## src/rtl/neighbor_gatherer.sv

```systemverilog
// neighbor_gatherer: snapshots a ROWS x COLS cellular board and streams every
// cell in raster order with its 8-neighbour bitmap, using a valid/ready handshake.
// Optional feature: define TORUS_EN to wrap neighbour coordinates (toroidal board);
// without it, neighbours outside the board read as 0.
module neighbor_gatherer #(
  parameter int unsigned ROWS = 8,
  parameter int unsigned COLS = 8
) (
  input  logic                      clk,
  input  logic                      rst,
  input  logic                      start,
  input  logic [ROWS*COLS-1:0]      cells_in,
  output logic                      busy,
  output logic                      out_valid,
  input  logic                      out_ready,
  output logic [7:0]                neighbors,
  output logic                      center,
  output logic [$clog2(ROWS)-1:0]   row,
  output logic [$clog2(COLS)-1:0]   col,
  output logic                      out_last,
  output logic                      done
);

  localparam int unsigned RW = $clog2(ROWS);
  localparam int unsigned CW = $clog2(COLS);
  localparam int unsigned NC = ROWS * COLS;
  localparam int unsigned IW = (NC > 1) ? $clog2(NC) : 1;

  typedef enum logic [1:0] {
    IDLE = 2'd0,
    SCAN = 2'd1,
    DONE = 2'd2
  } state_t;

  state_t          state;
  logic [NC-1:0]   snap;

  logic [NC-1:0]   src_board;
  logic [RW-1:0]   nxt_row;
  logic [CW-1:0]   nxt_col;
  logic            nxt_last;
  logic [7:0]      nxt_nb;
  logic            nxt_ctr;

  // Next cell to present: (0,0) from the live input when starting, else the raster successor from the snapshot
  always_comb begin
    src_board = snap;
    nxt_row   = row;
    nxt_col   = col;
    if (state == IDLE) begin
      src_board = cells_in;
      nxt_row   = '0;
      nxt_col   = '0;
    end else if (col == CW'(COLS - 1)) begin
      nxt_col = '0;
      nxt_row = row + RW'(1);
    end else begin
      nxt_col = col + CW'(1);
    end
    nxt_last = (nxt_row == RW'(ROWS - 1)) && (nxt_col == CW'(COLS - 1));
  end

  // Gather the centre bit and the 8 neighbours of the next cell (bit order NW,N,NE,W,E,SW,S,SE)
  always_comb begin
    int  nr;
    int  nc;
    int  dr;
    int  dc;
    logic inb;
    nxt_nb  = '0;
    nr      = 0;
    nc      = 0;
    dr      = 0;
    dc      = 0;
    inb     = 1'b0;
    nxt_ctr = src_board[IW'(int'(nxt_row) * int'(COLS) + int'(nxt_col))];
    for (int k = 0; k < 8; k++) begin
      dr = (k < 3) ? -1 : ((k < 5) ? 0 : 1);
      case (k)
        0, 3, 5: dc = -1;
        1, 6:    dc = 0;
        default: dc = 1;
      endcase
      nr = int'(nxt_row) + dr;
      nc = int'(nxt_col) + dc;
`ifdef TORUS_EN
      if (nr < 0)               nr = nr + int'(ROWS);
      else if (nr >= int'(ROWS)) nr = nr - int'(ROWS);
      if (nc < 0)               nc = nc + int'(COLS);
      else if (nc >= int'(COLS)) nc = nc - int'(COLS);
      inb = 1'b1;
`else
      inb = (nr >= 0) && (nr < int'(ROWS)) && (nc >= 0) && (nc < int'(COLS));
`endif
      if (inb) begin
        nxt_nb[3'(k)] = src_board[IW'(nr * int'(COLS) + nc)];
      end
    end
  end

  // Scan FSM with registered beat outputs; a beat advances only when accepted
  always_ff @(posedge clk or negedge rst) begin
    if (!rst) begin
      state     <= IDLE;
      snap      <= '0;
      busy      <= 1'b0;
      out_valid <= 1'b0;
      neighbors <= '0;
      center    <= 1'b0;
      row       <= '0;
      col       <= '0;
      out_last  <= 1'b0;
      done      <= 1'b0;
    end else begin
      case (state)
        IDLE: begin
          done      <= 1'b0;
          busy      <= 1'b0;
          out_valid <= 1'b0;
          if (start) begin
            snap      <= cells_in;
            row       <= nxt_row;
            col       <= nxt_col;
            neighbors <= nxt_nb;
            center    <= nxt_ctr;
            out_last  <= nxt_last;
            out_valid <= 1'b1;
            busy      <= 1'b1;
            state     <= SCAN;
          end
        end
        SCAN: begin
          if (out_ready) begin
            if (out_last) begin
              out_valid <= 1'b0;
              out_last  <= 1'b0;
              done      <= 1'b1;
              state     <= DONE;
            end else begin
              row       <= nxt_row;
              col       <= nxt_col;
              neighbors <= nxt_nb;
              center    <= nxt_ctr;
              out_last  <= nxt_last;
            end
          end
        end
        DONE: begin
          done  <= 1'b0;
          busy  <= 1'b0;
          state <= IDLE;
        end
        default: begin
          out_valid <= 1'b0;
          busy      <= 1'b0;
          done      <= 1'b0;
          out_last  <= 1'b0;
          state     <= IDLE;
        end
      endcase
    end
  end

endmodule

```

## config.mk

```make
export PLATFORM = sky130hd
export DESIGN_NAME = neighbor_gatherer
export DESIGN_NICKNAME = d
export VERILOG_FILES = /design/src/rtl/neighbor_gatherer.sv
export SDC_FILE = /design/constraint.sdc
export NUM_CORES = 1
export LEC_CHECK = 0
export ABC_AREA = 0
export CORE_ASPECT_RATIO = 2
export CORE_UTILIZATION = 35
export CTS_CLUSTER_DIAMETER = 150
export DETAILED_ROUTE_END_ITERATION = 8
export PLACE_DENSITY_LB_ADDON = 0.1
export SYNTH_ARGS = -nofsm -noshare
export SYNTH_HDL_FRONTEND = slang
export SYNTH_SLANG_ARGS = --single-unit
```

## constraint.sdc

```tcl
create_clock -name clk -period 8.09 [get_ports clk]
set_input_delay 0.809 -clock clk [delete_from_list [all_inputs] [get_ports clk]]
set_output_delay 0.809 -clock clk [all_outputs]
set_load 0.01 [all_outputs]
```

==> metrics.cfg, run 1 <==
[grt]
grt_max_degree = 64
grt_usage = 0.225
grt_pass1_vias = 5044
grt.overflow.total = 0
grt_first_pass_wirelength_mm = 28.6
antenna_found_initial = 0

[drt]
drc = 0
drt-met1-wl_mm = 6.88
via_per_inst = 5.87
ant_nets = 0
highest_layer = met4
drt_wl_total_mm = 18.1
wl_met2_mm = 9.99
wire_per_inst_um = 21.9
first_iter_violations = 295
routed-wl-met3_um = 534
first_pass_iters = 5
num_vias = 4870

[status]
status = complete, no violations

[critical_path]
worstSetupPathType = reg -> reg
crit_path_max_fanout = 18
worstPathArrival_ps = 4380
cp.required_ps = 8390
crit_path_start_kind = flop
end_kind = flop

[placement]
portBuffers = 82
gp_congestion = 0.883
post-dp-hpwl_mm = 13.5

[die]
io_pins = 87
die_y_um = 185
die_area_um2 = 17400
start_util = 0.360
coreArea_um2 = 16400
chipWidth_um = 93.7
num_rows = 66

[logic_synthesis]
synth_edf_count = 0
synth_cells = 567
postSynth.asyncResetShare = 1.00
synth_area_um2 = 5880
ys_seq_area_frac = 0.345
synth_flop_cell = dfrtp_1
synth_area_per_cell_um2 = 10.4
synth_top_area_cell = dfrtp_1
ys_warn_count = 0
synth.area.top_cells = dfrtp_1 (34%), mux2_2 (13%), mux4_2 (7.7%)
synth_top_area_frac = 0.345
ys_seq_elements = 81
synth_cell_type_count = 61

[sta]
rsz0062_at_grt = no
fmaxAchievable_ghz = 0.245
final.setup.tns_ps = 0
finClkSkew_ps = 7.36
fin_crit_ps = 4090
final_max_slew_viol_count = 0
setup_violations = 0
tightest_slew_ps = 928
slew_headroom = 0.373
fin_crit_sh = 0.505
hold_viol = 0

[clock_network]
cts_sinks = 81
cts_made_buffers = 9
clock-root-buffer = clkbuf_16
postCtsHoldBufs = 0
cts_resized = 0
cts_tree = yes
cts.reportedPaths.clkPinSlew_ps = 60
post-cts-setup-buffer-count = 0
htree_levels = 3
clockBufferDepth = 2
clk-insertion-delay-late_ps = 350

[layout]
area_growth_pct = 20.1
drive_gt1_frac = 0.222
finalNetCount = 704
diodes = 0

[min_path]
hp-class = in -> async

[pwr]
ir_drop_v = 0.000162
power_mw = 3.20
powerDensity_nw_per_um2 = 453
p_leak_nw = 2.83

[run]
maxCapViolCount = 0

## metrics by stage
step	area, um^2	util	setup slack [ps]	std cells	hold WS [ps]
2_1_floorplan	5890	-	4320	570	486
3_3_place_gp	6790	0.415	4200	814	478
3_5_place_dp	6790	0.415	4030	814	485
4_1_cts	7060	0.432	4010	830	464
5_1_grt	7060	0.432	3700	830	493
6_report	7060	0.432	4000	830	442
## logic make-up after synthesis
kind of cell / share of synthesized area
buf+inv: 0.0523
other cells: 0.000637
simple gates: 0.144
xor+xnor: 0.0181
flops: 0.345
mux: 0.275
compound gates: 0.134
fa+ha+maj: 0.0319
## worst paths after layout
| kind | cells past startpoint | to | startpoint | slack (ps) |
|---|---|---|---|---|
| worst max register to register | 12 | neighbors[3] | col[1] | 4000 |
| max in group asynchronous | 2 | snap[49] | rst | 6680 |
| worst min register to register | 2 | neighbors[1] | neighbors[1] | 490 |
| worst min-delay path | 1 | snap[46] | rst | 440 |
| worst max-delay path | 12 | neighbors[3] | col[1] | 4000 |
| min in group clk | 2 | neighbors[1] | neighbors[1] | 490 |
## synthesized netlist by cell type (all sizes together), types with 5 or more instances
library cell and number:
mux4 23, a21oi 9, mux2 69, nor2 28, and3 5, nor3 28
inv 14, a311oi 5, o21ai 43, xnor2 8, dfrtp 81, ha 15
mux2i 31, buf 30, nand2 34, nand3 8, nor4 5, and2 5
or3b 25, a31oi 30, clkbuf 21
## where the power goes
part / leakage (nW) / total, mW / internal, mW / switching [mW]
registers: 0.972 / 0.690 / 0.559 / 0.131
clock network: 0.135 / 0.390 / 0.215 / 0.175
logic: 1.72 / 2.12 / 1.02 / 1.10
## cell usage in the layout, fill, tap and decap left out, drive strengths merged, types with 9 or more instances in the layout
cell,count
mux4,23
nor2,28
clkbuf,11
inv,14
a31oi,30
nand2,34
mux2,69
ha,15
o21ai,43
mux2i,31
buf,10
dfrtp,81
nor3,28
or3b,25
a21oi,9
clkdlybuf4s50,81
## sequential cells by signal, summed over array words and instances (netlist names)
signal	count
snap	64
neighbors	4
col	3
row	3
state	2
busy	1
center	1
done	1
out_last	1
out_valid	1
## worst max-delay path, stage by stage (launching register included)
cell	delay, ps
dfrtp_1	400
ha_1	190
ha_1	190
or2_1	450
nor2_2	270
inv_1	90
ha_1	210
ha_1	860
mux2i_1	220
mux4_2	500
and2_4	180
a2111oi_4	320
a221o_1	150
## routing by layer
metal | track usage | up-vias
li1 | - | 2245
met1 | 0.249 | 2467
met2 | 0.410 | 118
met3 | 0.0349 | 40
met4 | 0.107 | 0
met5 | 0 | -
## layout make-up
cell class	count	area [um^2]
well taps	204	255
fillers	1633	9290
repair buffers	91	886
multi-input cells	424	3570
clock buffers	11	243
flip-flops and latches	81	2030
inverters	14	55.1
clock inverters	5	31.3
No activity file was read; power rests on OpenSTA's default activity.
==> run 2, diff against run 1 <==
==> constraint.sdc (replaced) <==
create_clock -name clk -period 3.85 [get_ports clk]
set_input_delay 0.385 -clock clk [delete_from_list [all_inputs] [get_ports clk]]
set_output_delay 0.385 -clock clk [all_outputs]
set_load 0.01 [all_outputs]
==> run 2 against run 1 <==
  * Maximum frequency is 13% higher
  * Non-clock buffer count is 17 higher
  * Total power up 120%
  * Worst setup slack got worse by 3800 ps
  * Cell count up 2.0%
  * Combinational power up 120%
  * Critical path depth rose by 2
  * Via count is 0.16% lower
  * Critical path type unchanged
==> metrics.cfg, run 2 (synthesis results as in run 1) <==
[min_path]
hp-class = in -> async

[grt]
grt_usage = 0.219
grt_pass1_vias = 5030
antenna_found_initial = 0
grt_first_pass_wirelength_mm = 28.3
grt.overflow.total = 0
grt_max_degree = 82

[die]
die_y_um = 185
start_util = 0.360
die_area_um2 = 17400
io_pins = 87
num_rows = 66
coreArea_um2 = 16400
chipWidth_um = 93.7

[sta]
fmaxAchievable_ghz = 0.277
fin_crit_sh = 0.938
fin_crit_ps = 3610
setup_violations = 0
slew_headroom = 0.270
finClkSkew_ps = 8.26
rsz0062_at_grt = no
hold_viol = 0
final.setup.tns_ps = 0
tightest_slew_ps = 1090
final_max_slew_viol_count = 0

[clock_network]
clk-insertion-delay-late_ps = 350
clock-root-buffer = clkbuf_16
cts.reportedPaths.clkPinSlew_ps = 70
cts_sinks = 81
clockBufferDepth = 2
htree_levels = 3
cts_made_buffers = 9
postCtsHoldBufs = 0
cts_tree = yes

[critical_path]
critPathSlowestCell = or4_1
end_kind = flop
max_stage_delay_ps = 510
cp_cell_sequence = ha_1 -> ha_1 -> mux2_2 -> and2_1 -> inv_1 -> ha_1 -> inv_1 -> ha_1 -> xor2_2 -> nand2b_1 -> a311o_1 -> or4_1 -> o2111ai_1 -> o21ai_1
worstSetupPathType = reg -> reg
worstPathArrival_ps = 3840
crit_top_cell = ha_1
crit_path_max_fanout = 6
crit_path_start_kind = flop
cp.required_ps = 4080

[layout]
diodes = 0
multi_input_area_um2 = 3580
final_cell_mix = dfrtp_1 (81), clkdlybuf4s50_1 (81), mux2_2 (69), o21ai_0 (42), nand2_1 (33)
finalNetCount = 721
regMostFlops = snap
reg.largest.list = snap x64, neighbors x4
fill_cells = 1613
drive_gt1_frac = 0.246
area_growth_pct = 22.9
largest_reg_flops = 64
seq_area_um2 = 2030

[pwr]
ir_drop_v = 0.000326
powerDensity_nw_per_um2 = 957
p_leak_nw = 2.92
power_mw = 6.92

[status]
status = complete, no violations

[drt]
drc = 0
first_pass_iters = 7
wire_per_inst_um = 21.2
first_iter_violations = 289
ant_nets = 0
drt_wl_total_mm = 17.9
num_vias = 4862
via_per_inst = 5.74

[run]
maxCapViolCount = 0

[placement]
gp_congestion = 0.873
portBuffers = 82
post-dp-hpwl_mm = 13.2

run 2: metal layers:
layer / up-vias / wire length (um) / global-route usage
li1: 2268 / - / -
met5: - / 0 / 0
met3: 28 / 605 / 0.0263
met4: 0 / 571 / 0.105
met2: 141 / 9980 / 0.401
met1: 2425 / 6760 / 0.246
run 2: final timing paths:
kind / end / cells after the start / slack [ps] / from
max reg2reg: neighbors[2] / 14 / 240 / col[1]
min reg2reg: neighbors[1] / 2 / 490 / neighbors[1]
max in group asynchronous: snap[48] / 1 / 2900 / rst
min in group clk: neighbors[1] / 2 / 490 / neighbors[1]
max: neighbors[2] / 14 / 240 / col[1]
min: snap[44] / 1 / 230 / rst
run 2: metrics by stage:
| step | worst slack, ps | hold WS [ps] | cell area [um^2] | utilization | std cells |
|---|---|---|---|---|---|
| floorplan | 82.8 | 89.4 | 5890 | - | 570 |
| global placement | 281 | 490 | 6930 | 0.424 | 831 |
| detailed placement | 186 | 495 | 6930 | 0.424 | 831 |
| CTS | 166 | 292 | 7220 | 0.441 | 847 |
| global route | 43.4 | 331 | 7230 | 0.442 | 847 |
| finish | 238 | 227 | 7230 | 0.442 | 847 |
run 2: area by class of cell:
cell class	count	share of cell area
clock buffer	10	0.0317
clock inverter	6	0.00814
inverter	14	0.00762
multi-input combinational	424	0.495
sequential	81	0.280
tap	204	0.0353
timing repair buffer	108	0.142
run 2: critical path, delay by kind of cell, from the launching register on:
kind | cells | cell delay [ps]
buf+inv | 2 | 180
fa+ha+maj | 4 | 1100
flops | 1 | 410
simple gates | 3 | 810
compound gates | 3 | 470
xor+xnor | 1 | 250
mux | 1 | 280
run 2: what timing repair did:
| action | in CTS | in global routing |
|---|---|---|
| buffers inserted | 0 | 0 |
| gates resized for setup | 0 | 2 |
| endpoints found under the setup margin | 0 | 2 |
run 2: where the power goes:
part           switching, mW  internal (mW)
combinational           2.35           2.27
clock                  0.369          0.499
sequential             0.252           1.17
total                   2.97           3.95
==> run 3, diff against run 2 <==
--- a/config.mk
+++ b/config.mk
@@ -14,3 +14,4 @@
 export SYNTH_ARGS = -nofsm -noshare
 export SYNTH_HDL_FRONTEND = slang
 export SYNTH_SLANG_ARGS = --single-unit
+export TNS_END_PERCENT = 5
==> results of run 3 <==
Final layout, timing and power as in run 2 (identical DEF).
